[config.mk]
export PLATFORM = sky130hd
export DESIGN_NAME = mul32_arbiter
export DESIGN_NICKNAME = d
export VERILOG_FILES = /design/src/rtl/mul32_arbiter.sv
export SDC_FILE = /design/constraint.sdc
export NUM_CORES = 1
export LEC_CHECK = 0
export CORE_ASPECT_RATIO = 0.6
export CORE_UTILIZATION = 34
export DETAILED_ROUTE_END_ITERATION = 12
export GPL_TIMING_DRIVEN = 0
export PLACE_DENSITY = 0.74
export SETUP_SLACK_MARGIN = 0.5
export SLEW_MARGIN = 20
export SYNTH_ARGS = -nofsm -noshare
export SYNTH_HDL_FRONTEND = slang
export SYNTH_SLANG_ARGS = --single-unit
[constraint.sdc]
create_clock -name clk -period 7.95 [get_ports clk]
set_clock_uncertainty 0.2 [all_clocks]
set_input_delay 2.385 -clock clk [delete_from_list [all_inputs] [get_ports clk]]
set_output_delay 2.385 -clock clk [all_outputs]
set_load 0.05 [all_outputs]
[src/rtl/mul32_arbiter.sv]
// mul32_arbiter: round-robin sharing of one sequential multiplier.
// Optional feature macro: MUL_ARB_ZERO_BYPASS_EN (zero operands skip it).
module mul32_arbiter #(
  parameter int N    = 32,
  parameter int NREQ = 2,
  parameter int IDW  = 1
) (
  input  logic              clk,
  input  logic              reset,
  input  logic [NREQ-1:0]   req_valid,
  output logic [NREQ-1:0]   req_ready,
  input  logic [NREQ*N-1:0] req_a,
  input  logic [NREQ*N-1:0] req_b,
  output logic              resp_valid,
  input  logic              resp_ready,
  output logic [IDW-1:0]    resp_id,
  output logic [N-1:0]      resp_upper,
  output logic [N-1:0]      resp_lower,
  output logic              mul_enable,
  output logic [N-1:0]      mul_multiplier,
  output logic [N-1:0]      mul_multiplicand,
  input  logic              mul_ready,
  input  logic [N-1:0]      mul_product_upper,
  input  logic [N-1:0]      mul_product_lower
);

  typedef enum logic [1:0] {
    IDLE,
    RUN,
    DONE
  } state_t;

  state_t state_q, state_d;

  logic [IDW-1:0] rr_ptr_q, rr_ptr_d;
  logic [IDW-1:0] id_q, id_d;
  logic [N-1:0]   a_q, a_d;
  logic [N-1:0]   b_q, b_d;
  logic [N-1:0]   hi_q, hi_d;
  logic [N-1:0]   lo_q, lo_d;

  logic           hi_any, lo_any;
  logic [IDW-1:0] hi_id, lo_id;
  logic           gnt_any;
  logic [IDW-1:0] gnt_id;
  logic [NREQ-1:0] gnt;
  logic [N-1:0]   gnt_a, gnt_b;
  logic           accept;
  logic           zero_op;

  // Winner: first valid at/after rr_ptr, else wrap to first valid.
  always_comb begin
    hi_any = 1'b0;
    lo_any = 1'b0;
    hi_id  = '0;
    lo_id  = '0;
    for (int i = 0; i < NREQ; i++) begin
      if (req_valid[i] && !lo_any) begin
        lo_any = 1'b1;
        lo_id  = IDW'(i);
      end
      if (req_valid[i] && !hi_any &&
          (IDW'(i) >= rr_ptr_q)) begin
        hi_any = 1'b1;
        hi_id  = IDW'(i);
      end
    end
    gnt_any = hi_any | lo_any;
    gnt_id  = hi_any ? hi_id : lo_id;
  end

  // One-hot grant vector and operand mux for the winner.
  always_comb begin
    gnt   = '0;
    gnt_a = '0;
    gnt_b = '0;
    for (int i = 0; i < NREQ; i++) begin
      if (gnt_any && (gnt_id == IDW'(i))) begin
        gnt[i] = 1'b1;
        gnt_a  = req_a[i*N +: N];
        gnt_b  = req_b[i*N +: N];
      end
    end
  end

  assign accept = (state_q == IDLE) && gnt_any;

  assign req_ready = ((state_q == IDLE) && !reset)
                   ? gnt : '0;

`ifdef MUL_ARB_ZERO_BYPASS_EN
  assign zero_op = (gnt_a == '0) || (gnt_b == '0);
`else
  assign zero_op = 1'b0;
`endif

  // State and datapath registers.
  always_ff @(posedge clk or posedge reset) begin
    if (reset) begin
      state_q  <= IDLE;
      rr_ptr_q <= '0;
      id_q     <= '0;
      a_q      <= '0;
      b_q      <= '0;
      hi_q     <= '0;
      lo_q     <= '0;
    end else begin
      state_q  <= state_d;
      rr_ptr_q <= rr_ptr_d;
      id_q     <= id_d;
      a_q      <= a_d;
      b_q      <= b_d;
      hi_q     <= hi_d;
      lo_q     <= lo_d;
    end
  end

  // Next state: accept in IDLE, wait product in RUN, drain in DONE.
  always_comb begin
    state_d  = state_q;
    rr_ptr_d = rr_ptr_q;
    id_d     = id_q;
    a_d      = a_q;
    b_d      = b_q;
    hi_d     = hi_q;
    lo_d     = lo_q;
    unique case (state_q)
      IDLE: begin
        if (accept) begin
          a_d  = gnt_a;
          b_d  = gnt_b;
          id_d = gnt_id;
          if (gnt_id == IDW'(NREQ-1)) begin
            rr_ptr_d = '0;
          end else begin
            rr_ptr_d = gnt_id + IDW'(1);
          end
          if (zero_op) begin
            hi_d    = '0;
            lo_d    = '0;
            state_d = DONE;
          end else begin
            state_d = RUN;
          end
        end
      end
      RUN: begin
        if (mul_ready) begin
          hi_d    = mul_product_upper;
          lo_d    = mul_product_lower;
          state_d = DONE;
        end
      end
      DONE: begin
        if (resp_ready) begin
          state_d = IDLE;
        end
      end
      default: begin
        state_d = IDLE;
      end
    endcase
  end

  assign mul_enable       = (state_q == RUN);
  assign mul_multiplier   = a_q;
  assign mul_multiplicand = b_q;
  assign resp_valid       = (state_q == DONE);
  assign resp_id          = id_q;
  assign resp_upper       = hi_q;
  assign resp_lower       = lo_q;

endmodule

==> impl_metrics.yaml <==
outcome:
  status: "finished clean"
global_route:
  antenna_found_initial: 0
  grt_remaining_overflow: 0
  grt_max_degree: 36
  grt_pass1_wl_mm: 31.12
  grt_use_total_pct: 23.69
  first_global_vias: 5728
die:
  row_count: 35
  core_area_um2: 15720
  start_util_pct: 35.62
  dieWidth_um: 167.7
  dieArea_um2: 17010
  pin_count: 331
  die_h_um: 101.4
drt:
  drt-initial-drc-count: 274
  vias: 5397
  routed_wirelength_mm: 19.86
  drcViolationCount: 0
  ant_nets: 0
  detail_route.wl_per_cell_um: 19.34
  avgViaCountPerCell: 5.255
  dr.pass1.iters: 5
hold_path:
  min_path_type: "reg -> reg"
  hp-start: "state_q[1]"
  hold_depth: 1
  hold_path_end: "state_q[0]"
clock_tree:
  cts-root-buf: "clkbuf_16"
  cts_tree: "yes"
  clk_latency_ps: 400
  h-tree-depth: 4
  clockBufferDepth: 2
  numCtsBuffers: 17
  clkTransAtPathRegs_ps: 60
  numClockSinks: 132
worst_setup_path:
  required_ps: 5370
  worst-setup-path-type: "in -> out"
  reg2reg_depth: 5
  r2r-end: "mul_multiplicand[16]"
  timing.rr.start: "state_q[1]"
  crit_fanout: 10
  cp-end-kind: "primary output"
  path_cells: "clkdlybuf4s50_1, clkbuf_1, and2_1, and3_1, clkdlybuf4s50_1"
  start_kind: "input pin"
  critPathArrivalTime_ps: 4700
  cp_slowest_stage_delay_ps: 820
  crit_slowest_cell: "clkdlybuf4s50_1"
  r2r_slack_ps: 5920
  cpMostUsedCell: "clkdlybuf4s50_1"
run:
  drv_cap: 0
logic_synthesis:
  yosys-top-cells-area: "dfrtp_1 59%, mux2_2 13%, a21oi_1 12%, a32oi_1 10%, clkbuf_1 1.8%"
  synth_seq_area_share_pct: 58.98
  synth-seq-cells: 132
  yosysTopAreaCellShare_pct: 58.98
  avgSynthCellArea_um2: 12.23
  ys_types: 21
  syn_inst: 458
  synth_warnings: 0
  synth_top_area_cell: "dfrtp_1"
  syn_area_um2: 5600
  syn-num-nets: 656
place:
  gp_congestion: 0.8363
  io_buffers: 330
  place_ws_ps: 639.3
  hpwl_mm: 15.44
cells_and_area:
  diodes: 0
  fillers: 1203
  ff_latch_area_um2: 3303
  area_growth_pct: 76.43
  multi_input_area_um2: 2027
  final_util_pct: 62.85
  drive_gt1_share_pct: 14.44
  layout.nets: 1009
sta:
  tightest_slew_ps: 630.0
  max_freq_ghz: 0.1373
  finalCriticalPeriod_ps: 7282
  rsz0062_at_grt: "no"
  min_period_over_period_pct: 91.60
  fin_tns_setup_ps: 0
  slew_violations: 0
  setup_ws_ps: 667.5
  hold_slack_ps: 277.2
  relSlewSlack_pct: 58.00
  finalSetupViolations: 0
  finalHoldViolCount: 0
power:
  ir_worst_vdd_uv: 259.7
  power.total_w: 0.004942
  p_leak_nw: 3.894
  power_density_nw_per_um2: 500.1
how the worst max path moves through the flow:
stage | from | end | slack (ps) | cells past startpoint
6_report | req_valid[1] | req_ready[1] | 670 | 5
3_5_place_dp | req_valid[1] | req_ready[0] | 640 | 8
5_1_grt | req_valid[1] | req_ready[1] | 600 | 5
4_1_cts | req_valid[1] | req_ready[0] | 640 | 8
2_1_floorplan | reset | req_ready[1] | 430 | 2
3_3_place_gp | reset | req_ready[1] | -1390 | 4
area by class of cell:
type / count / area share (%)
Buffer: 51 / 2.659
Clock buffer: 19 / 4.483
Clock inverter: 13 / 1.963
Inverter: 2 / 0.1140
Multi-Input combinational cell: 273 / 20.51
Sequential cell: 132 / 33.43
Tap cell: 203 / 2.571
Timing Repair Buffer: 334 / 34.27
synthesized netlist by cell type:
master      n
buf_4       7
mux2_2     65
nor2_1      2
o21ai_0     1
a211oi_1    1
nor3b_1     1
and3_1      1
and2_1      2
a32oi_1    64
buf_6       5
buf_1       6
and2b_1     1
or2_1       1
inv_1       2
a21oi_1   130
a21boi_0    1
buf_2       6
dfrtp_1   132
nand2b_1    2
clkbuf_1   27
nand2_1     1
cells by family after synthesis:
family	after synthesis	synth area share, %
buffers and inverters	53	4.826
AO/OA/AOI/OAI	197	21.98
multiplexers	65	13.07
flip-flops	132	58.98
AND/OR/NAND/NOR	11	1.140
routing by layer:
| layer | vias to the layer above | GRT usage [%] | part of all wire, % |
|---|---|---|---|
| met2 | 255 | 40.42 | 50 |
| met3 | 19 | 7.776 | 7.7 |
| li1 | 2450 | - | - |
| met1 | 2673 | 28.98 | 42 |
| met4 | 0 | 6.845 | 1.3 |
| met5 | - | 0 | 0 |
sequential cells by signal (all words and copies together) (netlist names):
signal            cells
mul_multiplicand     32
mul_multiplier       32
resp_id               1
resp_lower           32
resp_upper           32
rr_ptr_q              1
state_q               2
layout by cell type (no fill, tap or decap), drive strengths merged, types with 2 or more instances in the layout:
master	instances
dfrtp	132
a21oi	130
mux2	65
a32oi	64
nand2b	2
nor2	2
clkdlybuf4s50	329
buf	28
clkbuf	46
bufinv	4
and2	2
inv	6
clkinvlp	5
repair_timing:
action | in CTS | in global routing
hold buffers | 0 | 0
setup endpoints to repair | 0 | 1
setup buffers | 0 | 0
gates resized for setup | 0 | 1
where the power goes:
| group | switching [W] | internal, W | leakage, nW |
|---|---|---|---|
| logic | 0.00186 | 0.00102 | 2.07 |
| clock network | 0.000301 | 0.000539 | 0.298 |
| registers | 0.000202 | 0.00102 | 1.53 |
critical path: cells and delay by family:
family / cells / cell delay, ps
buffers and inverters: 3 / 1840
and+or+nand+nor: 2 / 470
per-stage QoR:
| step | cells | cell area (µm²) |
|---|---|---|
| after global placement | 991 | 9161 |
| after floorplan | 458 | 5604 |
| after CTS | 1027 | 9878 |
| after global routing | 1027 | 9881 |
| after detailed placement | 995 | 9241 |
| final | 1027 | 9881 |
(Power assumes the default switching activity.)
